==> src/rtl/psu_cwd_sched_pkg.sv <==
`default_nettype none
// +--------------------------------------------------------------------------+
// | psu_cwd_sched_pkg : shared constants, state type and helpers for the     |
// | PSU codeword issue scheduler.                          Rev 1.0           |
// +--------------------------------------------------------------------------+
package psu_cwd_sched_pkg;

  // Address width for n items, never below 1 bit.
  function automatic int addr_bw(input int n);
    return (n > 1) ? $clog2(n) : 1;
  endfunction

  // (base + off) mod n for 0 <= base, off < n.
  function automatic int wrap_add(input int base, input int off, input int n);
    int s;
    s = base + off;
    return (s >= n) ? s - n : s;
  endfunction

  localparam int c_CWD_I        = 4;
  localparam int c_PSU_LOCK_CYC = 3;
  localparam int c_PSU_NUM_PCH  = 4;
  localparam int c_PCHADDR_BW   = addr_bw(c_PSU_NUM_PCH);

  typedef enum logic [0:0] {
    ST_EMPTY = 1'b0,
    ST_FULL  = 1'b1
  } out_state_e;

endpackage
`default_nettype wire

==> src/rtl/psu_pch_lock.sv <==
`default_nettype none
// +--------------------------------------------------------------------------+
// | psu_pch_lock : per-patch lock window counter.          Rev 1.0           |
// +--------------------------------------------------------------------------+
module psu_pch_lock
  import psu_cwd_sched_pkg::*;
#(
  parameter int LOCK_CYC = c_PSU_LOCK_CYC
) (
  input  logic clk,
  input  logic rst,
  input  logic i_load,
  output logic o_locked
);

  localparam int c_CNT_BW = addr_bw(LOCK_CYC + 1);

  logic [c_CNT_BW-1:0] r_cnt;

  // Loading LOCK_CYC=0 leaves the counter at zero, so locking is disabled.
  always_ff @(posedge clk) begin
    if (rst) begin
      r_cnt <= '0;
    end else if (i_load) begin
      r_cnt <= c_CNT_BW'(LOCK_CYC);
    end else if (r_cnt != '0) begin
      r_cnt <= r_cnt - 1'b1;
    end
  end

  assign o_locked = (r_cnt != '0);

endmodule
`default_nettype wire

==> src/rtl/psu_cwd_sched.sv <==
`default_nettype none
// +--------------------------------------------------------------------------+
// | psu_cwd_sched : round-robin codeword arbiter that merges compatible      |
// | PCU requests into one patch-expanded issue bundle.     Rev 1.0           |
// +--------------------------------------------------------------------------+
module psu_cwd_sched
  import psu_cwd_sched_pkg::*;
#(
  parameter int NUM_PCU    = 4,
  parameter int NUM_PCH    = c_PSU_NUM_PCH,
  parameter int PQ_PER_PCH = 16,
  parameter int CWD_BW     = c_CWD_I,
  parameter int LOCK_CYC   = c_PSU_LOCK_CYC
) (
  input  logic                                clk,
  input  logic                                rst,
  input  logic [NUM_PCU-1:0]                  i_req_valid,
  input  logic [NUM_PCU*addr_bw(NUM_PCH)-1:0] i_req_pch,
  input  logic [NUM_PCU*PQ_PER_PCH-1:0]       i_req_mask,
  input  logic [NUM_PCU*PQ_PER_PCH-1:0]       i_req_special,
  input  logic [NUM_PCU*CWD_BW-1:0]           i_req_cwd,
  input  logic [NUM_PCU*CWD_BW-1:0]           i_req_cwdsp,
  output logic [NUM_PCU-1:0]                  o_req_grant,
  output logic                                o_out_valid,
  input  logic                                i_out_ready,
  output logic [NUM_PCH*PQ_PER_PCH-1:0]       o_mask_ext_array,
  output logic [NUM_PCH*PQ_PER_PCH-1:0]       o_special_ext_array,
  output logic [CWD_BW-1:0]                   o_cwd,
  output logic [CWD_BW-1:0]                   o_cwdsp,
  output logic [NUM_PCH-1:0]                  o_pch_locked
);

  localparam int c_PCH_BW = addr_bw(NUM_PCH);
  localparam int c_PCU_BW = addr_bw(NUM_PCU);
  localparam int c_NUM_PQ = NUM_PCH * PQ_PER_PCH;

  logic [c_PCH_BW-1:0]   w_pch     [NUM_PCU];
  logic [PQ_PER_PCH-1:0] w_mask    [NUM_PCU];
  logic [PQ_PER_PCH-1:0] w_special [NUM_PCU];
  logic [CWD_BW-1:0]     w_cwd     [NUM_PCU];
  logic [CWD_BW-1:0]     w_cwdsp   [NUM_PCU];
  logic [NUM_PCU-1:0]    w_elig;
  logic                  w_slot_free;

  logic [c_PCU_BW-1:0]   r_rr_ptr;
  logic [c_PCU_BW-1:0]   w_leader;
  logic [c_PCU_BW-1:0]   w_idx;
  logic [c_PCU_BW-1:0]   w_rr_nxt;
  logic                  w_any;
  logic [NUM_PCU-1:0]    w_grant;
  logic [NUM_PCH-1:0]    w_used;
  logic [NUM_PCH-1:0]    w_lock_load;
  logic [c_NUM_PQ-1:0]   w_mask_nxt;
  logic [c_NUM_PQ-1:0]   w_spec_nxt;

  out_state_e            r_state;
  out_state_e            w_state_nxt;

  assign w_slot_free = (r_state == ST_EMPTY) | i_out_ready;

  genvar gi;
  generate
    for (gi = 0; gi < NUM_PCU; gi++) begin : g_unpack
      assign w_pch[gi]     = i_req_pch[gi*c_PCH_BW +: c_PCH_BW];
      assign w_mask[gi]    = i_req_mask[gi*PQ_PER_PCH +: PQ_PER_PCH];
      assign w_special[gi] = i_req_special[gi*PQ_PER_PCH +: PQ_PER_PCH];
      assign w_cwd[gi]     = i_req_cwd[gi*CWD_BW +: CWD_BW];
      assign w_cwdsp[gi]   = i_req_cwdsp[gi*CWD_BW +: CWD_BW];
      assign w_elig[gi]    = i_req_valid[gi] & ~o_pch_locked[w_pch[gi]] & w_slot_free & ~rst;
    end
  endgenerate

  // Leader is the first eligible requester from r_rr_ptr; followers must share
  // the leader's codeword pair and claim a patch nobody else in the bundle has.
  always_comb begin
    w_grant  = '0;
    w_any    = 1'b0;
    w_leader = '0;
    w_idx    = '0;
    w_used   = '0;
    for (int k = 0; k < NUM_PCU; k++) begin
      w_idx = c_PCU_BW'(wrap_add(int'(r_rr_ptr), k, NUM_PCU));
      if (!w_any && w_elig[w_idx]) begin
        w_any    = 1'b1;
        w_leader = w_idx;
      end
    end
    if (w_any) begin
      w_grant[w_leader]       = 1'b1;
      w_used[w_pch[w_leader]] = 1'b1;
      for (int k = 1; k < NUM_PCU; k++) begin
        w_idx = c_PCU_BW'(wrap_add(int'(w_leader), k, NUM_PCU));
        if (w_elig[w_idx] && (w_cwd[w_idx] == w_cwd[w_leader]) &&
            (w_cwdsp[w_idx] == w_cwdsp[w_leader]) && !w_used[w_pch[w_idx]]) begin
          w_grant[w_idx]       = 1'b1;
          w_used[w_pch[w_idx]] = 1'b1;
        end
      end
    end
  end

  assign w_rr_nxt    = c_PCU_BW'(wrap_add(int'(w_leader), 1, NUM_PCU));
  assign o_req_grant = w_grant;

  always_comb begin
    w_mask_nxt  = '0;
    w_spec_nxt  = '0;
    w_lock_load = '0;
    for (int i = 0; i < NUM_PCU; i++) begin
      if (w_grant[i]) begin
        w_mask_nxt[int'(w_pch[i])*PQ_PER_PCH +: PQ_PER_PCH] = w_mask[i];
        w_spec_nxt[int'(w_pch[i])*PQ_PER_PCH +: PQ_PER_PCH] = w_special[i];
        w_lock_load[w_pch[i]] = 1'b1;
      end
    end
  end

  always_ff @(posedge clk) begin
    if (rst) begin
      r_state <= ST_EMPTY;
    end else begin
      r_state <= w_state_nxt;
    end
  end

  // Grants only happen when the slot is free, so FULL with !ready simply holds.
  always_comb begin
    w_state_nxt = r_state;
    case (r_state)
      ST_EMPTY: if (w_any) w_state_nxt = ST_FULL;
      ST_FULL:  if (i_out_ready && !w_any) w_state_nxt = ST_EMPTY;
      default:  w_state_nxt = ST_EMPTY;
    endcase
  end

  assign o_out_valid = (r_state == ST_FULL);

  always_ff @(posedge clk) begin
    if (rst) begin
      o_mask_ext_array    <= '0;
      o_special_ext_array <= '0;
      o_cwd               <= '0;
      o_cwdsp             <= '0;
      r_rr_ptr            <= '0;
    end else if (w_any) begin
      o_mask_ext_array    <= w_mask_nxt;
      o_special_ext_array <= w_spec_nxt;
      o_cwd               <= w_cwd[w_leader];
      o_cwdsp             <= w_cwdsp[w_leader];
      r_rr_ptr            <= w_rr_nxt;
    end
  end

  genvar gp;
  generate
    for (gp = 0; gp < NUM_PCH; gp++) begin : g_lock
      psu_pch_lock #(
        .LOCK_CYC (LOCK_CYC)
      ) u_lock (
        .clk      (clk),
        .rst      (rst),
        .i_load   (w_lock_load[gp]),
        .o_locked (o_pch_locked[gp])
      );
    end
  endgenerate

endmodule
`default_nettype wire

==> config.mk <==
export PLATFORM = sky130hd
export DESIGN_NAME = psu_cwd_sched
export DESIGN_NICKNAME = d
export VERILOG_FILES = /design/src/rtl/psu_cwd_sched_pkg.sv /design/src/rtl/psu_pch_lock.sv /design/src/rtl/psu_cwd_sched.sv
export SDC_FILE = /design/constraint.sdc
export NUM_CORES = 1
export LEC_CHECK = 0
export BUFFER_PORTS_ARGS = -buffer_cell sky130_fd_sc_hd__buf_2
export CORE_MARGIN = 2
export CORE_UTILIZATION = 40
export CTS_BUF_LIST = sky130_fd_sc_hd__clkbuf_4
export CTS_CLUSTER_SIZE = 30
export DETAILED_ROUTE_END_ITERATION = 8
export GPL_ROUTABILITY_DRIVEN = 1
export GPL_TIMING_DRIVEN = 0
export MAX_ROUTING_LAYER = met4
export SLEW_MARGIN = 30
export SYNTH_ARGS = -nofsm -noshare
export SYNTH_HDL_FRONTEND = slang
export SYNTH_SLANG_ARGS = --single-unit
==> constraint.sdc <==
create_clock -name clk -period 7.79 [get_ports clk]
set_input_delay 0.779 -clock clk [delete_from_list [all_inputs] [get_ports clk]]
set_output_delay 0.779 -clock clk [all_outputs]
set_load 0.05 [all_outputs]
==> Word-level counts from Yosys, hierarchy flattened <==
Cells that the tools add are included.
{ "classes": {"magnitude_cmp": 38, "shifts": 12, "n_mux": 140, "reduce_logical": 39, "n_addsub": 21, "bitwise": 33, "n_eq_ne": 6} }
{ "op_table": {"columns": ["op", "n"], "rows": [
  ["$mux W64", 8],
  ["$shiftx A16 B33 Y64", 8],
  ["$bwmux W64", 6],
  ["$shift A16 B33 Y64 const A", 4],
  ["$neg A6 Y33", 4],
  ["$and A64 B64 Y64", 2],
  ["$mux W4", 30],
  ["$bmux W4 S2", 8],
  ["$mux W2", 27],
  ["$lt A2 B3 Y1 const B", 16],
  ["$or A4 B4 Y4", 8],
  ["$mux W1", 31],
  ["$ge A3 B3 Y1 const B", 10],
  ["$bmux W1 S2", 14],
  ["$eq A4 B4 Y1", 6],
  ["$logic_and A1 B1 Y1", 24],
  ["$demux W1 S2", 11],
  ["$ge A2 B1 Y1 const B", 11],
  ["$sub A2 B1 Y2 const B", 11],
  ["$bmux W2 S2", 4],
  ["$reduce_bool A2 Y1", 8],
  ["$add A2 B2 Y3 const B", 4],
  ["$and A1 B1 Y1", 12],
  ["$not A2 Y3", 4],
  ["6 further kinds", 18]
]} }
{ "totals": {"reg_bits": 147, "elab_cells": 299, "out_inout_bits": 145, "inputBits": 175} }

==> Logic depth before layout (Yosys ltp) <==
Gate-level depths: netlist of run 1.
{ "depth": {"ltp_word": 53, "ltp_mapped": 26, "ltp_nobuf": 20} }

==> Hierarchy <==
From an unflattened synthesis of run 1, not the netlist that was laid out.
{ "unflattened": {"cells_unflattened": 1403, "hier_area_um2": 11817.6} }
{ "modules_own_cells": {"columns": ["mod", "cells_each", "seq_area_each_um2", "n_inst", "area_per_inst_um2"], "rows": [
  ["psu_cwd_sched", 1359, 2782.7, 1, 11417.2],
  ["psu_pch_lock", 11, 40.0, 4, 100.1]
]} }

==> Least setup slack after synthesis of run 1 <==
No wires, ideal clock.
{ "synth_timing": {"path_type": "input-to-output", "startpoint": "input i_req_pch[3]", "endpoint": "output o_req_grant[0]", "required_ps": 7011, "stages": 19, "arrival_time_ps": 5819, "n_path_buf": 6, "setup_slack_ps": 1192, "cell_sequence": "buf_4 > mux2i_1 > o22ai_1 > a21oi_1 > o221a_2 > buf_4 > buf_4 > buf_2 > clkbuf_1 > ha_1 > clkbuf_1 > mux4_2 > xor2_1 > nor4_4 > nand4_2 > or3_1 > a211o_1 > a31oi_2 > inv_1"} }
{ "synth_via": {"elab_chain_len": 44, "word_cells_on_any_way": 160, "classes_between": "6 x add/sub; 17 x order compare; 6 x eq/ne; 93 x mux; 13 x bitwise; 25 x reduce/logical"} }
{ "synth_rtl": {"columns": ["element", "line_no", "source"], "rows": [
  ["from (decl)", "psu_cwd_sched.sv:18", "input logic [NUM_PCU*addr_bw(NUM_PCH)-1:0] i_req_pch,"],
  ["$bmux W1 S2 (*)", "psu_cwd_sched.sv:69", "assign w_elig[gi] = i_req_valid[gi] & ~o_pch_locked[w_pch[gi]] & w_slot_free & ~rst;"],
  ["$mux W1 (implied by the code) (*)", "psu_cwd_sched.sv:69", null],
  ["$not A1 Y1 (*)", "psu_cwd_sched.sv:69", null],
  ["$and A1 B1 Y1 (*) (3 in series)", "psu_cwd_sched.sv:69", null],
  ["$bmux W1 S2", "psu_cwd_sched.sv:83", "if (!w_any && w_elig[w_idx]) begin"],
  ["$mux W1 (implied by the code)", "psu_cwd_sched.sv:83", null],
  ["$mux W1", "psu_cwd_sched.sv:83", null],
  ["$logic_not A1 Y1", "psu_cwd_sched.sv:83", null],
  ["[... 11 more ...]", null, null],
  ["net w_rr_nxt[1]", "psu_cwd_sched.sv:48", "logic [c_PCU_BW-1:0] w_rr_nxt;"],
  ["[... 15 more ...]", null, null],
  ["$mux W4", "psu_cwd_sched.sv:93", "if (w_elig[w_idx] && (w_cwd[w_idx] == w_cwd[w_leader]) &&"],
  ["$mux W4", "psu_cwd_sched.sv:88", "if (w_any) begin"],
  ["$bmux W1 S2", "psu_cwd_sched.sv:94", "(w_cwdsp[w_idx] == w_cwdsp[w_leader]) && !w_used[w_pch[w_idx]]) begin"],
  ["$mux W1 (implied by the code)", "psu_cwd_sched.sv:94", null],
  ["$logic_not A1 Y1", "psu_cwd_sched.sv:94", null],
  ["$logic_and A1 B1 Y1", "psu_cwd_sched.sv:94", null],
  ["$mux W4 (*)", "psu_cwd_sched.sv:93", null],
  ["$mux W4 (*)", "psu_cwd_sched.sv:88", null],
  ["to (decl)", "psu_cwd_sched.sv:23", "output logic [NUM_PCU-1:0] o_req_grant,"]
]} }
The timed path passes the listed nets; every way through them passes the cells marked *. The select of a mux whose other input is x is not followed.

==> Final worst setup path of run 1 <==
{ "layout_timing": {"startpoint": "register g_lock[1].u_lock.r_cnt[1]", "endpoint": "output o_req_grant[0]"} }
{ "layout_via": {"elab_chain_len": 45, "word_cells_on_any_way": 179, "classes_between": "6 x add/sub; 17 x order compare; 6 x eq/ne; 99 x mux; 25 x bitwise; 26 x reduce/logical"} }
{ "layout_rtl": {"columns": ["element", "line_no", "source"], "rows": [
  ["from (decl)", "psu_pch_lock.sv:18", "logic [c_CNT_BW-1:0] r_cnt;"],
  ["from (signal assigned)", "psu_pch_lock.sv:25", "r_cnt <= c_CNT_BW'(LOCK_CYC);"],
  ["from (signal assigned)", "psu_pch_lock.sv:27", "r_cnt <= r_cnt - 1'b1;"],
  ["$reduce_bool A2 Y1 (*)", "psu_pch_lock.sv:31", "assign o_locked = (r_cnt != '0);"],
  ["$bmux W1 S2", "psu_cwd_sched.sv:69", null],
  ["$mux W1 (implied by the code)", "psu_cwd_sched.sv:69", null],
  ["$not A1 Y1", "psu_cwd_sched.sv:69", null],
  ["$and A1 B1 Y1 (3 in series)", "psu_cwd_sched.sv:69", null],
  ["$bmux W1 S2", "psu_cwd_sched.sv:83", null],
  ["$mux W1 (implied by the code)", "psu_cwd_sched.sv:83", null],
  ["$mux W1", "psu_cwd_sched.sv:83", null],
  ["[... 12 more ...]", null, null],
  ["net w_rr_nxt[1]", "psu_cwd_sched.sv:48", null],
  ["[... 15 more ...]", null, null],
  ["$mux W4", "psu_cwd_sched.sv:93", null],
  ["$mux W4", "psu_cwd_sched.sv:88", null],
  ["$bmux W1 S2", "psu_cwd_sched.sv:94", null],
  ["$mux W1 (implied by the code)", "psu_cwd_sched.sv:94", null],
  ["$logic_not A1 Y1", "psu_cwd_sched.sv:94", null],
  ["$logic_and A1 B1 Y1", "psu_cwd_sched.sv:94", null],
  ["$mux W4 (*)", "psu_cwd_sched.sv:93", null],
  ["$mux W4 (*)", "psu_cwd_sched.sv:88", null]
]} }
Marks and branches as above.

==> results of run 1 <==
[worst register-to-register path, delay by kind of cell (launching register included)]
kind                     cells  cell delay (ns)
multiplexers                 2             0.49
adder cells (fa/ha/maj)      2             0.74
AND/OR/NAND/NOR              5             1.31
XOR/XNOR                     1             0.17
AO/OA/AOI/OAI                7             1.76
buffers and inverters        9             2.31
flip-flops                   1             0.33
[power breakdown]
part / internal, mW / switching [mW]
sequential: 0.821 / 0.0409
clock: 0.150 / 0.386
combinational: 0.586 / 1.23
total: 1.56 / 1.66
[cell type report]
type | count | area share [%]
Buffer | 145 | 4.81
Tap cell | 378 | 3.43
Timing Repair Buffer | 319 | 11.6
Clock inverter | 15 | 1.15
Inverter | 32 | 0.889
Sequential cell | 147 | 21.3
Antenna cell | 15 | 0.272
Clock buffer | 17 | 0.925
Multi-Input combinational cell | 915 | 55.6
[layout by cell type (no fill, tap or decap), types with 35 or more instances in the layout]
cell type / count
a21boi_0: 63
a21oi_1: 86
a221oi_1: 99
a22oi_1: 129
buf_2: 341
clkbuf_1: 105
dfxtp_1: 147
ha_1: 37
mux2i_1: 47
nand2_1: 48
nor2b_1: 35
o31ai_1: 97
[sequential cells by signal (all words and copies together), names as in the netlist]
| name | flops |
|---|---|
| o_mask_ext_array | 64 |
| r_rr_ptr | 2 |
| g_lock.u_lock.r_cnt | 8 |
| o_special_ext_array | 64 |
| o_cwdsp | 4 |
| o_cwd | 4 |
| o_out_valid | 1 |
[cell usage after synthesis (11+ instances only)]
master / n / share of area [%]
mux4_2: 21 / 4.1
mux2i_1: 47 / 4.1
and3_1: 11 / 0.60
o31ai_1: 97 / 6.4
a21oi_1: 86 / 3.8
nor2_1: 14 / 0.46
a21boi_0: 63 / 4.1
dfxtp_1: 147 / 26
xnor2_1: 11 / 0.85
nor2b_1: 35 / 1.9
ha_1: 37 / 4.1
buf_2: 21 / 0.92
a22oi_1: 129 / 8.5
a221oi_2: 30 / 4.0
nand2_1: 48 / 1.6
a221oi_1: 99 / 7.6
clkbuf_1: 110 / 3.6
inv_1: 31 / 1.0
o31ai_2: 30 / 3.3
xor2_1: 31 / 2.4
nand3_1: 12 / 0.53
[layer usage]
layer / routed length (µm) / global-route usage (%) / vias to the layer above / share of wire [%]
li1: - / - / 5687 / -
met1: 19800 / 41.8 / 6146 / 40
met4: 2000 / 13.8 / 0 / 4.0
met3: 5660 / 7.43 / 132 / 11
met2: 22200 / 49.9 / 844 / 45
met5: 0 / - / - / 0
[metrics by stage]
step	util (%)	std cells	hold WS [ns]
final	49.4	1983	0.400
after global routing	49.4	1982	0.392
after CTS	49.3	1970	0.391
after detailed placement	48.2	1938	0.441
after global placement	48.2	1938	0.440
after floorplan	-	1241	0.459
[cells by family (layout without fill, tap and decap cells)]
kind of cell / Yosys count / count (layout) / synth area share [%]
other: 0 / 15 / 0
adder cells (fa/ha/maj): 37 / 37 / 4.06
flip-flops: 147 / 147 / 25.8
XOR/XNOR: 42 / 42 / 3.23
multiplexers: 74 / 74 / 8.91
AND/OR/NAND/NOR: 173 / 173 / 8.57
AO/OA/AOI/OAI: 589 / 589 / 42.5
buffers and inverters: 179 / 528 / 6.94
[worst paths after layout]
| check | slack, ns | end | depth (start not counted) |
|---|---|---|---|
| hold reg to reg | 0.46 | o_cwd[2] | 2 |
| hold / removal | 0.40 | o_special_ext_array[22] | 3 |
| setup reg to reg | 0.59 | o_mask_ext_array[30] | 26 |
| setup / recovery | 0.38 | o_req_grant[0] | 21 |
==> impl_results.md, run 1 <==
* Vias in the first global route at 12300
* Core Box Area at 27900 µm²
* Pins Over Slew Limit at 0
* Initial DRC count at 1366
* Final worst path period need at 7.41 ns
* Crit path cell chain: inv_1 > ha_1 > mux2i_1 > o22ai_2 > nand2_1 > o2111a_1 > or2_1 > buf_6 > buf_6 > buf_2 > ha_1 > buf_2 > mux4_2 > xor2_1 > nor4_4 > nand4_2 > or3_1 > a211o_1 > a31oi_4 > inv_1 > buf_2
* Post-DR vias/cell at 6.46
* Clock-pin slew of the registers on the worst-case setup and hold paths at 0.20 ns
* CP startpoint: g_lock[1].u_lock.r_cnt[1]
* IO Count at 320
* Clock Latency Late Sink at 0.64 ns
* Yosys Warn Count at 0
* Worst path slowest cell: ha_1
* Post-synthesis cell type count at 75
* HPWL Detailed at 36.8 mm
* Register area share after synthesis at 25.8%
* FF-to-FF Start: g_lock[1].u_lock.r_cnt[1]
* Worst setup EP type: primary output
* WP data required at 7.01 ns
* Synth Register Bits at 147
* Share of layout cells above drive strength 1 at 31.0%
* Syn Nets at 1453
* Vias at 12800
* Final TNS setup at 0 ns
* Max-cap violations at 0
* Final Hold Viols at 0
* Clock buffer depth at 2
* Total power at 3.22 mW
* Total wire length at 49.7 mm
* Most Frequent Cell on Critical Path: buf_2
* Synthesized instance count at 1241
* Slowest stage delay, CP at 0.50 ns
* Max VDD drop at 199 µV
* Final nets at 1789
* Static Leak at 5.42 nW
* CP Class: register to primary output
* DRC viols at 0
* Post-cts sizing count at 3
* Post-synth EDFFs at 0
* Final setup violation count at 0
* DP Area at 13500 µm²
* Skew final at 0.0517 ns
* Fill count at 2799
* Synthesized cell area at 11400 µm²
* Unrepaired setup endpoints after global routing: false
* Pre-Repair DR Iteration Count at 9
* Pre-CTS WS at -0.273 ns
* First-pass GRT wire length at 74.3 mm
* Worst slew margin at 38.8%
* Worst path top cell family by delay: simple AND/OR/NAND/NOR gates
* Setup slack after layout at 0.379 ns
* Port bufs at 319
* Hold Crit Class: input port to register
* Starting density of the core at 40.8%
* Post-synth ARST share at 0%
* Final period utilization at 95.1%
* Row count at 61
* Syn avg cell area at 9.19 µm²
* Global route total overflow at 0
* Root Buffer: clkbuf_4
* RD Place Congestion at 0.911
* Run status: finished clean
* DIE WIDTH at 173 µm
* Worst Path Arrival at 6.63 ns
* F_max at 135 MHz
* CTS sink count at 147
* # Post-CTS Setup Buffers at 0
* Crit-path max FO at 11
* Min-delay src: i_req_special[54]
* Die Y-Extent at 173 µm
* TritonCTS Buffers at 17
* GRT Total Usage at 32.8%
* DIE AREA at 29900 µm²
* Final Instance Area at 13800 µm²
* Largest net degree at the start of global routing at 18
* DRT antenna net count at 0
* Cts hold-fix bufs at 0
* CTS H-tree depth at 4
* Slew @ Worst Pin at 0.919 ns
* PwrDens at 233 nW/µm²
* Worst setup SP type: register
* Avg WL per Cell at 25.0 µm
* CTS tree: done
* Area grow syn2layout at 21.0%
* WP buf/inv at 7
* Initial antenna violation count at 14
* Most used DFF post-synth: dfxtp_1
* Multi-input gate area at 7680 µm²
* Sequential cell area at 2940 µm²
Note: power is estimated with default switching activity, not from simulation.
==> inputs of run 2 (changes only) <==
--- a/config.mk
+++ b/config.mk
@@ -5,6 +5,7 @@
 export SDC_FILE = /design/constraint.sdc
 export NUM_CORES = 1
 export LEC_CHECK = 0
+export ABC_AREA = 1
 export BUFFER_PORTS_ARGS = -buffer_cell sky130_fd_sc_hd__buf_2
 export CORE_MARGIN = 2
 export CORE_UTILIZATION = 40
@@ -14,7 +15,6 @@
 export GPL_ROUTABILITY_DRIVEN = 1
 export GPL_TIMING_DRIVEN = 0
 export MAX_ROUTING_LAYER = met4
-export SLEW_MARGIN = 30
 export SYNTH_ARGS = -nofsm -noshare
 export SYNTH_HDL_FRONTEND = slang
 export SYNTH_SLANG_ARGS = --single-unit
==> impl_results.md, run 2 <==
* Unrepaired setup endpoints after global routing: false (unchanged)
* Avg WL per Cell at 25.9 µm (was 25.0 µm)
* Vias in the first global route at 22500 (was 12300)
* Post-synthesis cell type count at 41 (was 75)
* TritonCTS Buffers at 17 (unchanged)
* Global route total overflow at 0 (unchanged)
* Setup slack after layout at 0.383 ns (was 0.379 ns)
* Static Leak at 9.71 nW (was 5.42 nW)
* Hold Crit Class: input port to register (unchanged)
* Share of layout cells above drive strength 1 at 14.7% (was 31.0%)
* Yosys Warn Count at 0 (unchanged)
* F_max at 135 MHz (about the same)
* Total wire length at 102 mm (was 49.7 mm)
* RD Place Congestion at 1.08 (was 0.911)
* Synth Register Bits at 147 (unchanged)
* Register area share after synthesis at 17.7% (was 25.8%)
* Top post-synthesis cells by count: nand2_1 (851), inv_1 (373), nand3_1 (323) (was dfxtp_1 (147), a22oi_1 (129), clkbuf_1 (110))
* Pre-Repair DR Iteration Count at 6 (was 9)
* Max-cap violations at 0 (unchanged)
* Final period utilization at 95.1% (about the same)
* Core Box Area at 40900 µm² (was 27900 µm²)
* GRT Total Usage at 46.5% (was 32.8%)
* CTS sink count at 147 (unchanged)
* DIE AREA at 43300 µm² (was 29900 µm²)
* Worst Path Arrival at 6.63 ns (about the same)
* Post-layout util at 47.1% (was 49.4%)
* Worst setup SP type: register (unchanged)
* DIE WIDTH at 208 µm (was 173 µm)
* Clock Latency Late Sink at 0.79 ns (was 0.64 ns)
* Final setup violation count at 0 (unchanged)
* Cell with the most instances after synthesis: nand2_1 (was dfxtp_1)
* Initial DRC count at 3322 (was 1366)
* Most common cell after layout, fill and taps aside: nand2_1 (was buf_2)
* Row count at 74 (was 61)
* Most frequent cells in the layout: nand2_1 (851), buf_2 (393), inv_1 (373) (was buf_2 (341), dfxtp_1 (147), a22oi_1 (129))
* Starting density of the core at 40.7% (was 40.8%)
* Vias at 24100 (was 12800)
* Yosys top cell by area: nand2_1 (was dfxtp_1)
* Top-area cell type share of the netlist area at 19.2% (was 25.8%)
* Worst setup EP type: primary output (unchanged)
* Crit-path max FO at 11 (unchanged)
* CP Class: register to primary output (unchanged)
* Worst slew margin at 14.6% (was 38.8%)
* Post-synth EDFFs at 0 (unchanged)
* Initial antenna violation count at 5 (was 14)
* DRT antenna net count at 0 (unchanged)
* Post-synth ARST share at 0% (unchanged)
* Max VDD drop at 236 µV (was 199 µV)
* # Post-CTS Setup Buffers at 0 (unchanged)
* Syn avg cell area at 5.46 µm² (was 9.19 µm²)
* Most used DFF post-synth: dfxtp_1 (unchanged)
* Synth top area cells: nand2_1 (19%), dfxtp_1 (18%), nand3_1 (9.7%), inv_1 (8.4%), a41oi_1 (6.7%) (was dfxtp_1 (26%), a22oi_1 (8.5%), a221oi_1 (7.6%), o31ai_1 (6.4%), a21boi_0 (4.1%))
* Fill count at 4520 (was 2799)
* Final TNS setup at 0 ns (unchanged)
* WP data required at 7.01 ns (about the same)
* Biggest registers after layout: o_mask_ext_array x64, o_special_ext_array x64, g_lock.u_lock.r_cnt x8 (unchanged)
* Synthesized instance count at 3049 (was 1241)
* HPWL Detailed at 80.6 mm (was 36.8 mm)
* Slew @ Worst Pin at 1.28 ns (was 0.919 ns)
* Post-DR vias/cell at 6.12 (was 6.46)
* Final Hold Viols at 0 (unchanged)
* Synthesized cell area at 16700 µm² (was 11400 µm²)
* Clock-pin slew of the registers on the worst-case setup and hold paths at 0.14 ns (was 0.20 ns)
* Skew final at 0.0391 ns (was 0.0517 ns)
* CTS H-tree depth at 4 (unchanged)
* PwrDens at 480 nW/µm² (was 233 nW/µm²)
* Syn Nets at 3261 (was 1453)
* First-pass GRT wire length at 145 mm (was 74.3 mm)
* Area grow syn2layout at 15.8% (was 21.0%)
* Largest net degree at the start of global routing at 17 (was 18)
* CTS tree: done (unchanged)
* IO Count at 320 (unchanged)
* Final worst path period need at 7.41 ns (about the same)
* DRC viols at 0 (unchanged)
* Die Y-Extent at 208 µm (was 173 µm)
* Run status: finished clean (unchanged)
* Cts hold-fix bufs at 0 (unchanged)
* Clock buffer depth at 2 (unchanged)
* Pins Over Slew Limit at 0 (unchanged)
* Final nets at 3599 (was 1789)
* Pre-CTS WS at 0.348 ns (was -0.273 ns)
* Port bufs at 319 (unchanged)
* Root Buffer: clkbuf_4 (unchanged)
-- run 2: changes by cell type in the layout (fill, tap and decap cells not counted), moves of 138 or more --
cell     previous run  this run
inv_1              31       373
nand2_1            48       851
nand3_1            12       323
nand4_1             5       143
nor2_1             14       228
o21ai_0             5       191
-- run 2: routing by layer --
layer | global-route usage [%] | wire, µm
met1 | 53.4 | 37800
met2 | 69.7 | 43800
met3 | 11.5 | 11400
met4 | 35.8 | 8910
met5 | - | 0
-- run 2: final cells by class --
cell class	instances	area (µm²)	area share [%]
Clock buffer	19	143	0.740
Tap cell	532	666	3.45
Antenna cell	7	17.5	0.0908
Clock inverter	12	181	0.941
Timing Repair Buffer	320	1610	8.34
Sequential cell	147	2940	15.3
Inverter	396	1490	7.74
Buffer	272	1210	6.29
Multi-Input combinational cell	2233	11000	57.2
-- run 2: where the power goes --
part	switching [mW]	total (mW)	internal, mW
combinational	5.64	7.51	1.87
clock	0.349	0.609	0.261
sequential	0.129	1.13	0.997
total	6.12	9.25	3.13
-- run 2: repair_timing --
action,4_1_cts,5_1_grt
pin swaps,0,0
endpoints found under the hold margin,0,0
setup endpoints to repair,1,6
gates resized for setup,1,7
-- run 2: worst paths after layout --
check / from / endpoint / slack (ns) / depth (start not counted)
worst min-delay path: i_out_ready / o_out_valid / 0.30 / 4
worst max register to register: g_lock[2].u_lock.r_cnt[0] / o_special_ext_array[48] / 0.91 / 29
worst min register to register: o_cwdsp[2] / o_cwdsp[2] / 0.53 / 2
worst max-delay path: g_lock[2].u_lock.r_cnt[0] / o_req_grant[0] / 0.38 / 25
-- run 2: cells by family (layout without fill, tap and decap cells) --
group,Yosys count,after routing,share of synthesized area [%]
XOR/XNOR,14,14,0.736
buffers and inverters,669,1019,16.2
other,0,7,0
adder cells (fa/ha/maj),37,37,2.78
flip-flops,147,147,17.7
AO/OA/AOI/OAI,518,518,18.9
AND/OR/NAND/NOR,1664,1664,43.7
-- run 2: through the flow --
step	power, mW	cells	area (µm²)	hold slack [ns]
finish	9.25	3938	19300	0.295
global route	9.74	3938	19300	0.345
CTS	8.94	3932	19300	0.273
detailed placement	8.32	3901	18900	0.494
global placement	8.21	3900	18900	0.478
floorplan	5.97	3049	16700	0.528
-- run 2: worst max-delay path, stage by stage (launching register included) --
cell and delay (ns):
dfxtp_1 0.38, inv_1 0.05, ha_1 0.30, nand2_1 0.11
nand3_1 0.10, nand3_1 0.23, nand2_1 0.10, nand3_1 0.09
nand2_1 0.10, nand3_2 0.09, nand3_1 0.08, nand2_1 0.13
inv_1 0.13, buf_2 0.23, ha_2 0.50, buf_1 0.42
clkbuf_2 0.40, a21oi_1 0.08, a31oi_1 0.19, xor2_1 0.32
nand3_1 0.16, nor2_1 0.35, nand4_1 0.24, a21oi_4 0.37
buf_2 0.35, buf_2 0.32
